### src/rtl/ifid_buffer.sv
// rtl/ifid_buffer.sv - IF/ID boundary: aligns fetch PC with RAM data, one-entry hold buffer, flush drop.
// Optional IFID_BUBBLE_CNT_EN adds a saturating bubble_cnt output.
module ifid_buffer #(
  parameter int                 ADDR_W   = 32,
  parameter int                 INST_W   = 32,
  parameter logic [INST_W-1:0]  NOP_INST = '0
) (
  input  logic              cpu_clk_50M,
  input  logic              cpu_rst,
  input  logic              if_ice,
  input  logic [ADDR_W-1:0] if_pc,
  input  logic [ADDR_W-1:0] if_pc_plus_4,
  input  logic [INST_W-1:0] inst_rdata,
  input  logic [3:0]        stall,
  input  logic              flush,
  output logic [ADDR_W-1:0] id_pc,
  output logic [ADDR_W-1:0] id_pc_plus_4,
  output logic [INST_W-1:0] id_inst,
  output logic              id_valid
`ifdef IFID_BUBBLE_CNT_EN
  ,
  output logic [31:0]       bubble_cnt
`endif
);

  typedef enum logic [1:0] {IDLE, RUN, HOLD, DROP} state_t;

  state_t            state_q, state_d;
  logic              req_pend_q, req_pend_d;
  logic [ADDR_W-1:0] req_pc_q, req_pc_d, req_pc4_q, req_pc4_d;
  logic              hold_full_q, hold_full_d;
  logic [ADDR_W-1:0] hold_pc_q, hold_pc_d, hold_pc4_q, hold_pc4_d;
  logic [INST_W-1:0] hold_inst_q, hold_inst_d;
  logic              id_valid_q, id_valid_d;
  logic [ADDR_W-1:0] id_pc_q, id_pc_d, id_pc4_q, id_pc4_d;
  logic [INST_W-1:0] id_inst_q, id_inst_d;
  logic              stall_id;
  logic              ret_ok;
  logic              unused_stall;

  assign stall_id     = stall[2];
  assign unused_stall = ^{stall[3], stall[1:0]};
  // RAM data is only trusted when a request is pending and we are not discarding after a flush.
  assign ret_ok       = req_pend_q && (state_q != DROP);

  always_comb begin
    state_d     = state_q;
    req_pend_d  = if_ice && !flush;
    req_pc_d    = req_pc_q;
    req_pc4_d   = req_pc4_q;
    hold_full_d = hold_full_q;
    hold_pc_d   = hold_pc_q;
    hold_pc4_d  = hold_pc4_q;
    hold_inst_d = hold_inst_q;
    id_valid_d  = id_valid_q;
    id_pc_d     = id_pc_q;
    id_pc4_d    = id_pc4_q;
    id_inst_d   = id_inst_q;

    if (if_ice && !flush) begin
      req_pc_d  = if_pc;
      req_pc4_d = if_pc_plus_4;
    end

    if (flush) begin
      id_valid_d  = 1'b0;
      id_inst_d   = NOP_INST;
      hold_full_d = 1'b0;
      state_d     = req_pend_q ? DROP : IDLE;
    end else if (!stall_id) begin
      if (hold_full_q) begin
        id_valid_d  = 1'b1;
        id_pc_d     = hold_pc_q;
        id_pc4_d    = hold_pc4_q;
        id_inst_d   = hold_inst_q;
        hold_full_d = 1'b0;
        state_d     = RUN;
      end else if (ret_ok) begin
        id_valid_d = 1'b1;
        id_pc_d    = req_pc_q;
        id_pc4_d   = req_pc4_q;
        id_inst_d  = inst_rdata;
        state_d    = RUN;
      end else begin
        id_valid_d = 1'b0;
        id_inst_d  = NOP_INST;
        state_d    = IDLE;
      end
    end else begin
      // A return while the buffer is already full is a fetch-side protocol error; the older entry wins.
      if (ret_ok && !hold_full_q) begin
        hold_full_d = 1'b1;
        hold_pc_d   = req_pc_q;
        hold_pc4_d  = req_pc4_q;
        hold_inst_d = inst_rdata;
        state_d     = HOLD;
      end else if (state_q == DROP) begin
        state_d = IDLE;
      end
    end
  end

  always_ff @(posedge cpu_clk_50M or posedge cpu_rst) begin
    if (cpu_rst) begin
      state_q     <= IDLE;
      req_pend_q  <= 1'b0;
      req_pc_q    <= '0;
      req_pc4_q   <= '0;
      hold_full_q <= 1'b0;
      hold_pc_q   <= '0;
      hold_pc4_q  <= '0;
      hold_inst_q <= '0;
      id_valid_q  <= 1'b0;
      id_pc_q     <= '0;
      id_pc4_q    <= '0;
      id_inst_q   <= NOP_INST;
    end else begin
      state_q     <= state_d;
      req_pend_q  <= req_pend_d;
      req_pc_q    <= req_pc_d;
      req_pc4_q   <= req_pc4_d;
      hold_full_q <= hold_full_d;
      hold_pc_q   <= hold_pc_d;
      hold_pc4_q  <= hold_pc4_d;
      hold_inst_q <= hold_inst_d;
      id_valid_q  <= id_valid_d;
      id_pc_q     <= id_pc_d;
      id_pc4_q    <= id_pc4_d;
      id_inst_q   <= id_inst_d;
    end
  end

  assign id_valid     = id_valid_q;
  assign id_pc        = id_pc_q;
  assign id_pc_plus_4 = id_pc4_q;
  assign id_inst      = id_inst_q;

`ifdef IFID_BUBBLE_CNT_EN
  logic [31:0] bubble_cnt_q, bubble_cnt_d;

  always_comb begin
    bubble_cnt_d = bubble_cnt_q;
    if (!stall_id && !id_valid_d && (bubble_cnt_q != 32'hFFFF_FFFF)) begin
      bubble_cnt_d = bubble_cnt_q + 32'd1;
    end
  end

  always_ff @(posedge cpu_clk_50M or posedge cpu_rst) begin
    if (cpu_rst) begin
      bubble_cnt_q <= '0;
    end else begin
      bubble_cnt_q <= bubble_cnt_d;
    end
  end

  assign bubble_cnt = bubble_cnt_q;
`endif

endmodule

### config.mk
export PLATFORM = sky130hd
export DESIGN_NAME = ifid_buffer
export DESIGN_NICKNAME = d
export VERILOG_FILES = /design/src/rtl/ifid_buffer.sv
export SDC_FILE = /design/constraint.sdc
export NUM_CORES = 1
export LEC_CHECK = 0
export ABC_CLOCK_PERIOD_IN_PS = 10500
export BUFFER_PORTS_ARGS = -buffer_cell sky130_fd_sc_hd__buf_2
export CORE_UTILIZATION = 50
export DETAILED_ROUTE_END_ITERATION = 10
export PLACE_DENSITY = 0.73
export SLEW_MARGIN = 20
export SYNTH_ARGS = -nofsm -noshare
export SYNTH_HDL_FRONTEND = slang
export SYNTH_SLANG_ARGS = --single-unit
### constraint.sdc
create_clock -name cpu_clk_50M -period 10.5 [get_ports cpu_clk_50M]
set_clock_uncertainty 0.15 [all_clocks]
set_input_delay 0.525 -clock cpu_clk_50M [delete_from_list [all_inputs] [get_ports cpu_clk_50M]]
set_output_delay 0.525 -clock cpu_clk_50M [all_outputs]
set_load 0.02 [all_outputs]
==> results of run 1 <==
==> worst max-delay path by stage <==
stage	start	to	slack, ns
3_3_place_gp	hold_full_q	hold_pc_q[24]	6.80
2_1_floorplan	cpu_rst	hold_full_q	2.64
6_report	hold_full_q	hold_pc_q[11]	6.87
4_1_cts	hold_full_q	hold_pc_q[11]	6.80
5_1_grt	hold_full_q	hold_pc_q[15]	6.63
3_5_place_dp	hold_full_q	hold_pc_q[14]	6.81
==> cells in the mapped netlist, drive strengths merged <==
cell type    n
clkbuf      14
nor3b        1
buf         29
o32a         1
and3         1
dfrtp      261
o21ai        2
nand3        1
nor2         5
mux2i        1
a21o        32
o21a         1
nand2        4
o32ai        1
a21boi       1
nor2b        4
inv          3
mux2       288
a22o        32
==> registers in the layout, summed over array words and instances, names as in the netlist <==
| register | count |
|---|---|
| hold_inst_q | 32 |
| hold_full_q | 1 |
| hold_pc_q | 32 |
| id_inst | 32 |
| id_pc_plus_4 | 32 |
| req_pc4_q | 32 |
| state_q | 2 |
| id_valid | 1 |
| req_pend_q | 1 |
| hold_pc4_q | 32 |
| req_pc_q | 32 |
| id_pc | 32 |
==> cell families (layout without fill, tap and decap cells) <==
kind of cell | count (synthesis) | after routing | synth area share, %
compound gates | 70 | 70 | 5.20
buf+inv | 46 | 258 | 2.35
flops | 261 | 261 | 60.2
mux | 289 | 289 | 31.4
other cells | 0 | 1 | 0
simple gates | 16 | 16 | 0.831
==> cells in the final DEF, fill, tap and decap left out <==
cell type and n:
sky130_fd_sc_hd__mux2_2 248, sky130_fd_sc_hd__nor2b_2 1, sky130_fd_sc_hd__clkbuf_8 6, sky130_fd_sc_hd__clkbuf_1 5
sky130_fd_sc_hd__mux2_4 40, sky130_fd_sc_hd__o21ai_0 1, sky130_fd_sc_hd__o32a_1 1, sky130_fd_sc_hd__nor2b_4 1
sky130_fd_sc_hd__inv_8 1, sky130_fd_sc_hd__clkinvlp_4 1, sky130_fd_sc_hd__a22o_1 32, sky130_fd_sc_hd__clkinv_2 4
sky130_fd_sc_hd__inv_1 2, sky130_fd_sc_hd__o32ai_1 1, sky130_fd_sc_hd__nor3b_2 1, sky130_fd_sc_hd__nand2_1 4
sky130_fd_sc_hd__mux2i_1 1, sky130_fd_sc_hd__dfrtp_1 260, sky130_fd_sc_hd__dfrtp_2 1, sky130_fd_sc_hd__clkbuf_16 29
sky130_fd_sc_hd__buf_6 1, sky130_fd_sc_hd__nand3_4 1, sky130_fd_sc_hd__o21ai_4 1, sky130_fd_sc_hd__and3_1 1
sky130_fd_sc_hd__diode_2 1, sky130_fd_sc_hd__clkinv_4 1, sky130_fd_sc_hd__buf_4 8, sky130_fd_sc_hd__nor2b_1 2
sky130_fd_sc_hd__bufinv_16 3, sky130_fd_sc_hd__nor2_1 5, sky130_fd_sc_hd__a21o_1 32, sky130_fd_sc_hd__a21boi_0 1
sky130_fd_sc_hd__o21a_1 1, sky130_fd_sc_hd__buf_2 197
==> worst max-delay path: cells and delay by family (launching register included) <==
kind,cells,cell delay (ns)
and+or+nand+nor,2,0.87
DFF,1,0.34
buffers and inverters,2,1.68
muxes,1,0.42
==> power groups by stage <==
stage	Combinational [mW]	Sequential, mW	Clock, mW
floorplan	0.323	1.48	0
CTS	0.621	1.38	1.03
global placement	0.605	1.38	0
detailed placement	0.617	1.39	0
finish	0.610	1.38	1.01
global route	0.659	1.41	1.07
==> stage by stage <==
stage          power [mW]  worst slack, ns  hold WS, ns
3_5_place_dp         2.01             6.81        0.326
2_1_floorplan        1.81             2.64        0.324
5_1_grt              3.14             6.63       0.0390
4_1_cts              3.03             6.80       0.0327
3_3_place_gp         1.98             6.80        0.322
6_report             2.99             6.87       0.0364
==> layer usage <==
| metal | GRT usage, % | vias up | wire length, um |
|---|---|---|---|
| met1 | 26.4 | 3247 | 9320 |
| met3 | 4.83 | 35 | 1330 |
| met2 | 31.7 | 156 | 10300 |
| li1 | - | 2845 | - |
| met4 | 4.74 | 0 | 396 |
| met5 | 0 | - | 0 |
==> cell type report <==
cell class	instances	area, um^2
Antenna cell	1	2.50
Clock buffer	40	827
Clock inverter	9	126
Fill cell	1636	8160
Inverter	3	18.8
Multi-Input combinational cell	375	4080
Sequential cell	261	6530
Tap cell	275	344
Timing Repair Buffer	206	1060
==> results, run 1 <==
- The critical path's most frequent cell is sky130_fd_sc_hd__buf_4.
- In this run, post-CTS hold repair placed 0 buffers.
- The tree built by TritonCTS fans out to 261 sinks.
- During placement, the flow inserted port buffers numbering 197.
- The clock tree from TritonCTS is done.
- Setup repair after global routing left no endpoint under its margin.
- The worst hold path class is primary input to asynchronous set/reset pin.
- The sequential share of the synthesized area is 60.2%.
- Registers are responsible for 46.0% of the overall power.
- The core box area is 21200 um^2.
- The kind of critical path is register to register.
- Summed over all nets, the switching power comes to 802 uW.
- The proportion of power drawn by the clock network is 33.7%.
- The number of violations of the max-capacitance limit is 0.
- Clock latency on the worst-skew pair, taken at its later pin, is about 0.53 ns.
- The die covers 22300 um^2.
- The static leakage is 6.48 nW.
- The die height is 149 um.
- The first detailed-routing pass took 4 iterations.
- The total overflow reported by the global router is 0.
- Once layout is done, the placed cells without fillers occupy 13000 um^2.
- The worst setup path is launched from a register.
- Summing all placed instances gives a cell area of around 12000 um^2.
- In this run, distinct cell masters in the synthesized netlist total 22.
- Once detailed placement completed, the half-perimeter wirelength came to 12600 um.
- The initial core utilization is 51.3%.
- At the worst endpoint, the arrival time is between 3 and 4 ns.
- The final setup violation count is 0.
- The worst pin sits at a relative slew slack of approximately 28%.
- Measured along the x axis, the die boundary spans roughly 150 um.
- For this run, the number of Yosys warnings is 0.
- The max-slew violation count is 0.
- The congestion estimate from routability-driven global placement came to 0.730.
- The run finished with clean final reports.
- The maximum number of buffers from clock root to sink is 3.
- In the final routed layout, each cell accounts on average for 18.2 um.
- The synthesized area per cell is 15.9 um^2.
- Subtracting the final worst setup slack from the clock period gives 3.63 ns.
- After clock tree synthesis, the repair step resized 0 gates.
- Global routing used 19.5% of the available tracks across all layers.
- Counting every net in the synthesized netlist gives 786.
- At the worst endpoint, the required time is 10.76 ns.
- The number of antenna-violating nets in the routed design is 0.
- For this design the ratio of total power to cell area is 230 nW/um^2.
- The mapped cell area is between 10000 and 15000 um^2.
- The total via count after detailed routing is 6283.
- In this run, synthesis produced a sequential element count of 261.
- The hold violation total from the final report is 0.
- The floorplan has between 50 and 60 rows.
- After the last flow step, the layout net total stands at 979.
- The worst register-to-register path ends at hold_pc_q[11].
- The global-route wire length before repair is 34600 um.
- The post-detailed-route DRC marker count is 0.
- The worst-case IR drop observed on VDD is 0.000138 V.
- The worst register-to-register path begins at hold_full_q.
- By area the synthesized netlist is led by sky130_fd_sc_hd__dfrtp_1 60%, sky130_fd_sc_hd__mux2_2 26%, sky130_fd_sc_hd__mux2_4 5.5%, sky130_fd_sc_hd__a22o_1 2.6%, sky130_fd_sc_hd__a21o_1 2.2%.
- The number of clock buffers added by TritonCTS is 28.
- The post-CTS setup-driven buffer insertion count is 0.
- The signal on the critical path passes through buf_4 -> nor2b_1 -> nand3_4 -> buf_4 -> mux2_2.
- The fraction of layout instances using a drive strength above 1 is 61.0%.
- For this design the top-level I/O count stands at around 200.
- In this run switching power makes up 26.8% of total power.
- The highest achievable clock rate is 275 MHz.
- The detailed router finished its first iteration with 163 violations.
- On the worst path, the slowest cell contributes a delay of 0.89 ns.
- The top cell type by area accounts for 60.2% of the synthesized area.
- The number of global-route vias before repair came to 6528.
- Clock tree synthesis selected as its root buffer the cell sky130_fd_sc_hd__clkbuf_16.
- The total negative setup slack is 0 ns.
- The number of levels the H-tree was split into is 1.
- Counting every instance in the synthesized netlist gives ~680.
- Cells fill 61.4% of the core in the end.
- The most area-hungry cell type in the Yosys netlist is sky130_fd_sc_hd__dfrtp_1.
- The critical path capture point type is a register.
- After layout, the worst path uses 34.6% of the clock period.
- The pin count of the biggest net entering global routing is 126.
- The finished layout holds 1170 standard cells, fillers aside.
- The portion of total power attributed to combinational logic is 20.4%.
- Clock-pin slew was measured on the worst setup and hold paths at 0.06 ns.
- The signed area change from the synthesized netlist to the final layout is 19.8%.
- The largest fanout on the critical path is 70.
- The slowest stage cell on the critical path is sky130_fd_sc_hd__buf_4.
- Cell internal power was estimated by the tool at 2.19 mW.
- Once placement completed, the tool counted placed cells totaling between 1000 and 1500.
- Dividing the detail-routed via count by the number of cells gives 5.37.
- At the pin with the least slew margin, the transition time is 1.08 ns.
- The setup check on the worst reg-to-reg path leaves a slack of 6.87 ns.
- The worst reg2reg path depth is 5.
- Summed over all layers, the routed wires come to around 21000 um.
- The initial antenna violation count came to 1.
(Power assumes the default switching activity.)
==> run 2, diff against run 1 <==
--- a/config.mk
+++ b/config.mk
@@ -5,7 +5,7 @@
 export SDC_FILE = /design/constraint.sdc
 export NUM_CORES = 1
 export LEC_CHECK = 0
-export ABC_CLOCK_PERIOD_IN_PS = 10500
+export ABC_CLOCK_PERIOD_IN_PS = 3400
 export BUFFER_PORTS_ARGS = -buffer_cell sky130_fd_sc_hd__buf_2
 export CORE_UTILIZATION = 50
 export DETAILED_ROUTE_END_ITERATION = 10
==> constraint.sdc (replaced) <==
create_clock -name cpu_clk_50M -period 3.4 [get_ports cpu_clk_50M]
set_clock_uncertainty 0.15 [all_clocks]
set_input_delay 0.17 -clock cpu_clk_50M [delete_from_list [all_inputs] [get_ports cpu_clk_50M]]
set_output_delay 0.17 -clock cpu_clk_50M [all_outputs]
set_load 0.02 [all_outputs]
==> run 2 against run 1 <==
Critical endpoint is now hold_inst_q[17]. Largest cell class unchanged. Register-to-register slack got worse by 5.6 ns. Die area unchanged. Clock-buffer cell count increased by 6. Final area increased by 8.9%.
==> results, run 2 (synthesis gave the netlist of run 1 again) <==
- The flow ran to the end, and the final reports show no timing, DRC or antenna violations.
- The maximum number of buffers from clock root to sink is 3 (unchanged).
- The number of levels the H-tree was split into is 1 (unchanged).
- The worst hold path begins at if_ice.
- The clock tree from TritonCTS is done.
- The total half-perimeter wirelength after legalization and detailed placement is 13100 um (+3.5%).
- The number of hold buffers added after cts is 100 (+100).
- The starting DRC count in detailed routing is 220 (+35%).
- The post-route clock period utilization is 61.9% (+27 points).
- The switching power as a share of total power is 27.3% (+0.48 points).
- The slowest stage cell on the critical path is sky130_fd_sc_hd__dfrtp_2.
- The highest achievable clock rate is 475 MHz (+73%).
- The worst voltage drop across the vdd grid is 0.000512 V (+270%).
- The count of antenna diodes in the layout came to 0 (-1).
- The source-to-sink clock delay at the later pin of the worst-skew pair is 0.52 ns (about the same).
- The layout net count is 1087 (+11%).
- The aggregate global-route resource usage was 20.9% (+1.3 points).
- The worst endpoint data arrival time came to 2.36 ns (-1.53 ns).
- The number of CTS-inserted buffers is 28 (unchanged).
- The end point of the worst hold path is req_pend_q.
- The routed length per instance is 17.9 um (-2.0%).
- The fraction of layout instances using a drive strength above 1 was 55.3% (-5.6 points).
- The placer congestion estimate is 0.773 (+5.9%).
- The worst setup path is launched from a register.
- The internal cell power came to 6.77 mW (+210%).
- The number of vias per cell after detailed routing is 5.24 (-2.4%).
- The die height came to 149 um (unchanged).
- The number of violations of the max-capacitance limit is 0 (unchanged).
- The post-CTS setup-driven buffer insertion count is 0 (unchanged).
- The global-route wire length before repair was 37200 um (+7.5%).
- The total overflow reported by the global router is 0 (unchanged).
- The hold violation total from the final report was 0 (unchanged).
- The relative contribution of sequential cells to total power is 45.9% (about the same).
- The cell row count came to 53 (unchanged).
- The worst hold path class is primary input to register.
- The pin count of the biggest net entering global routing came to 70 (-44%).
- The worst setup path is captured at a register.
- The worst hold slack came to 0.0295 ns (-0.00689 ns).
- The die footprint came to 22300 um^2 (unchanged).
- The initial core utilization was 51.3% (unchanged).
- The total clock sinks is 261 (unchanged).
- The chip width came to 149 um (unchanged).
- The overall routed net length is 22900 um (+7.2%).
- The launch point of the worst reg-to-reg path is hold_full_q.
- The total negative setup slack is 0 ns (unchanged).
- The largest fanout on the critical path was 18 (-74%).
- The slew at the pin with the worst max-slew slack is 0.931 ns (-0.150 ns).
- The number of iterations in the first detailed-routing pass is 5 (+1).
- The worst reg2reg path depth is 4 (-1).
- The worst slew margin relative to its limit is 37.8% (+10 points).
- The final setup violation count is 0 (unchanged).
- Traced cell by cell, the critical path runs through nor2b_1 -> nand3_4 -> buf_4 -> mux2_4.
- The static leakage was 6.97 nW (+7.6%).
- The clock-pin slew reported for the worst setup and hold paths after clock tree synthesis is 0.06 ns (about the same).
- The data required time at the worst endpoint is 3.65 ns (-7.11 ns).
- The count of buffers inserted at the top-level ports is 197 (unchanged).
- The max-slew violation count is 0 (unchanged).
- The total buffers and inverters traversed by the critical path is 1 (-1).
- The post-detailed-route DRC marker count came to 0 (unchanged).
- The switching power of the nets came to 2.54 mW (+220%).
- The kind of critical path is register to register.
- The number of antenna-violating nets in the routed design came to 0 (unchanged).
- Along the worst hold path, the cell count comes to 3.
- The cell family contributing the most delay on the critical path is simple AND/OR/NAND/NOR gates.
- CTS placed an instance of sky130_fd_sc_hd__clkbuf_16 at the clock tree root.
- Leaving out fill and tap cells, the most frequent cell in the layout is sky130_fd_sc_hd__dfrtp_1.
- In this run the worst setup path begins at hold_full_q.
- The total via count after detailed routing is 6708 (+6.8%).
- The number of global-route vias before repair was 7092 (+8.6%).
- The setup slack of the worst register-to-register path is 1.30 ns (-5.57 ns).
- The worst register-to-register path ends at hold_inst_q[17].
- In the layout the commonest cells are 260 x sky130_fd_sc_hd__dfrtp_1, 248 x sky130_fd_sc_hd__mux2_2, 197 x sky130_fd_sc_hd__buf_2.
- The post-cts resize count was 0 (unchanged).
- The proportion of power drawn by the clock network was 32.5% (-1.2 points).
- The maximum cell stage delay along the critical path was 0.42 ns (-0.47 ns).
- The initial antenna violation count came to 0 (-1).
- The number of top-level pins is 201 (unchanged).
- Setup repair after global routing left no endpoint under its margin.
- The total power divided by cell area is 658 nW/um^2 (+190%).
- The core box area is 21200 um^2 (unchanged).
- The area growth from synthesis to layout is 30.5%.
- The final period demand of the worst path was 2.10 ns (-1.53 ns).
- The portion of total power attributed to combinational logic came to 21.6% (+1.2 points).
-- run 2: changes by cell type in the layout (fill, tap and decap cells not counted) --
cell	change
sky130_fd_sc_hd__dlygate4sd3_1	+100
sky130_fd_sc_hd__buf_12	+9
sky130_fd_sc_hd__clkbuf_8	+6
sky130_fd_sc_hd__bufinv_16	-3
sky130_fd_sc_hd__buf_6	-1
sky130_fd_sc_hd__clkinvlp_4	+1
sky130_fd_sc_hd__diode_2	-1
sky130_fd_sc_hd__inv_8	-1
-- run 2: power by group through the flow --
stage	Sequential, mW	Combinational (mW)	Clock, mW
6_report	4.27	2.01	3.03
5_1_grt	4.37	2.16	3.22
4_1_cts	4.26	2.03	3.09
3_5_place_dp	4.30	1.92	0
3_3_place_gp	4.26	1.88	0
2_1_floorplan	4.59	0.997	0
-- run 2: worst max path at each step --
stage                            endpoint  cells after the start
final                     hold_inst_q[17]                      4
after global routing            id_pc[22]                      4
after CTS                       id_pc[17]                      4
after detailed placement        id_pc[18]                      4
after global placement          id_pc[14]                      4
after floorplan               hold_full_q                      1
-- run 2: final cells by class --
| class | count | area, um^2 |
|---|---|---|
| Clock inverter | 6 | 36.3 |
| Inverter | 3 | 15.0 |
| Fill cell | 1473 | 7010 |
| Timing Repair Buffer | 314 | 2230 |
| Multi-Input combinational cell | 375 | 4080 |
| Tap cell | 275 | 344 |
| Clock buffer | 46 | 910 |
| Sequential cell | 261 | 6530 |
-- run 2: per-stage QoR --
step | cell area [um^2] | cells | worst slack [ns] | util, % | power, mW
after floorplan | 10800 | 682 | -0.362 | - | 5.58
after global placement | 12200 | 1128 | 1.28 | 57.7 | 6.14
after detailed placement | 12200 | 1128 | 1.28 | 57.7 | 6.22
after CTS | 14100 | 1280 | 1.27 | 66.9 | 9.37
after global routing | 14100 | 1280 | 1.19 | 66.9 | 9.75
final | 14100 | 1280 | 1.30 | 66.9 | 9.31
-- run 2: worst reg2reg max path, cell delays in order, from the launching register on --
cell                      delay [ns]
sky130_fd_sc_hd__dfrtp_2        0.42
sky130_fd_sc_hd__nor2b_1        0.34
sky130_fd_sc_hd__nand3_4        0.38
sky130_fd_sc_hd__buf_4          0.37
sky130_fd_sc_hd__mux2_4         0.33
-- run 2: routing by layer --
| metal | up-vias | share of wire (%) | wire length, um | track usage, % |
|---|---|---|---|---|
| met5 | - | 0 | 0 | 0 |
| met4 | 0 | 2.0 | 465 | 5.20 |
| met3 | 35 | 4.9 | 1130 | 4.10 |
| met2 | 168 | 49 | 11100 | 34.5 |
| met1 | 3435 | 44 | 10200 | 28.3 |
| li1 | 3070 | - | - | - |
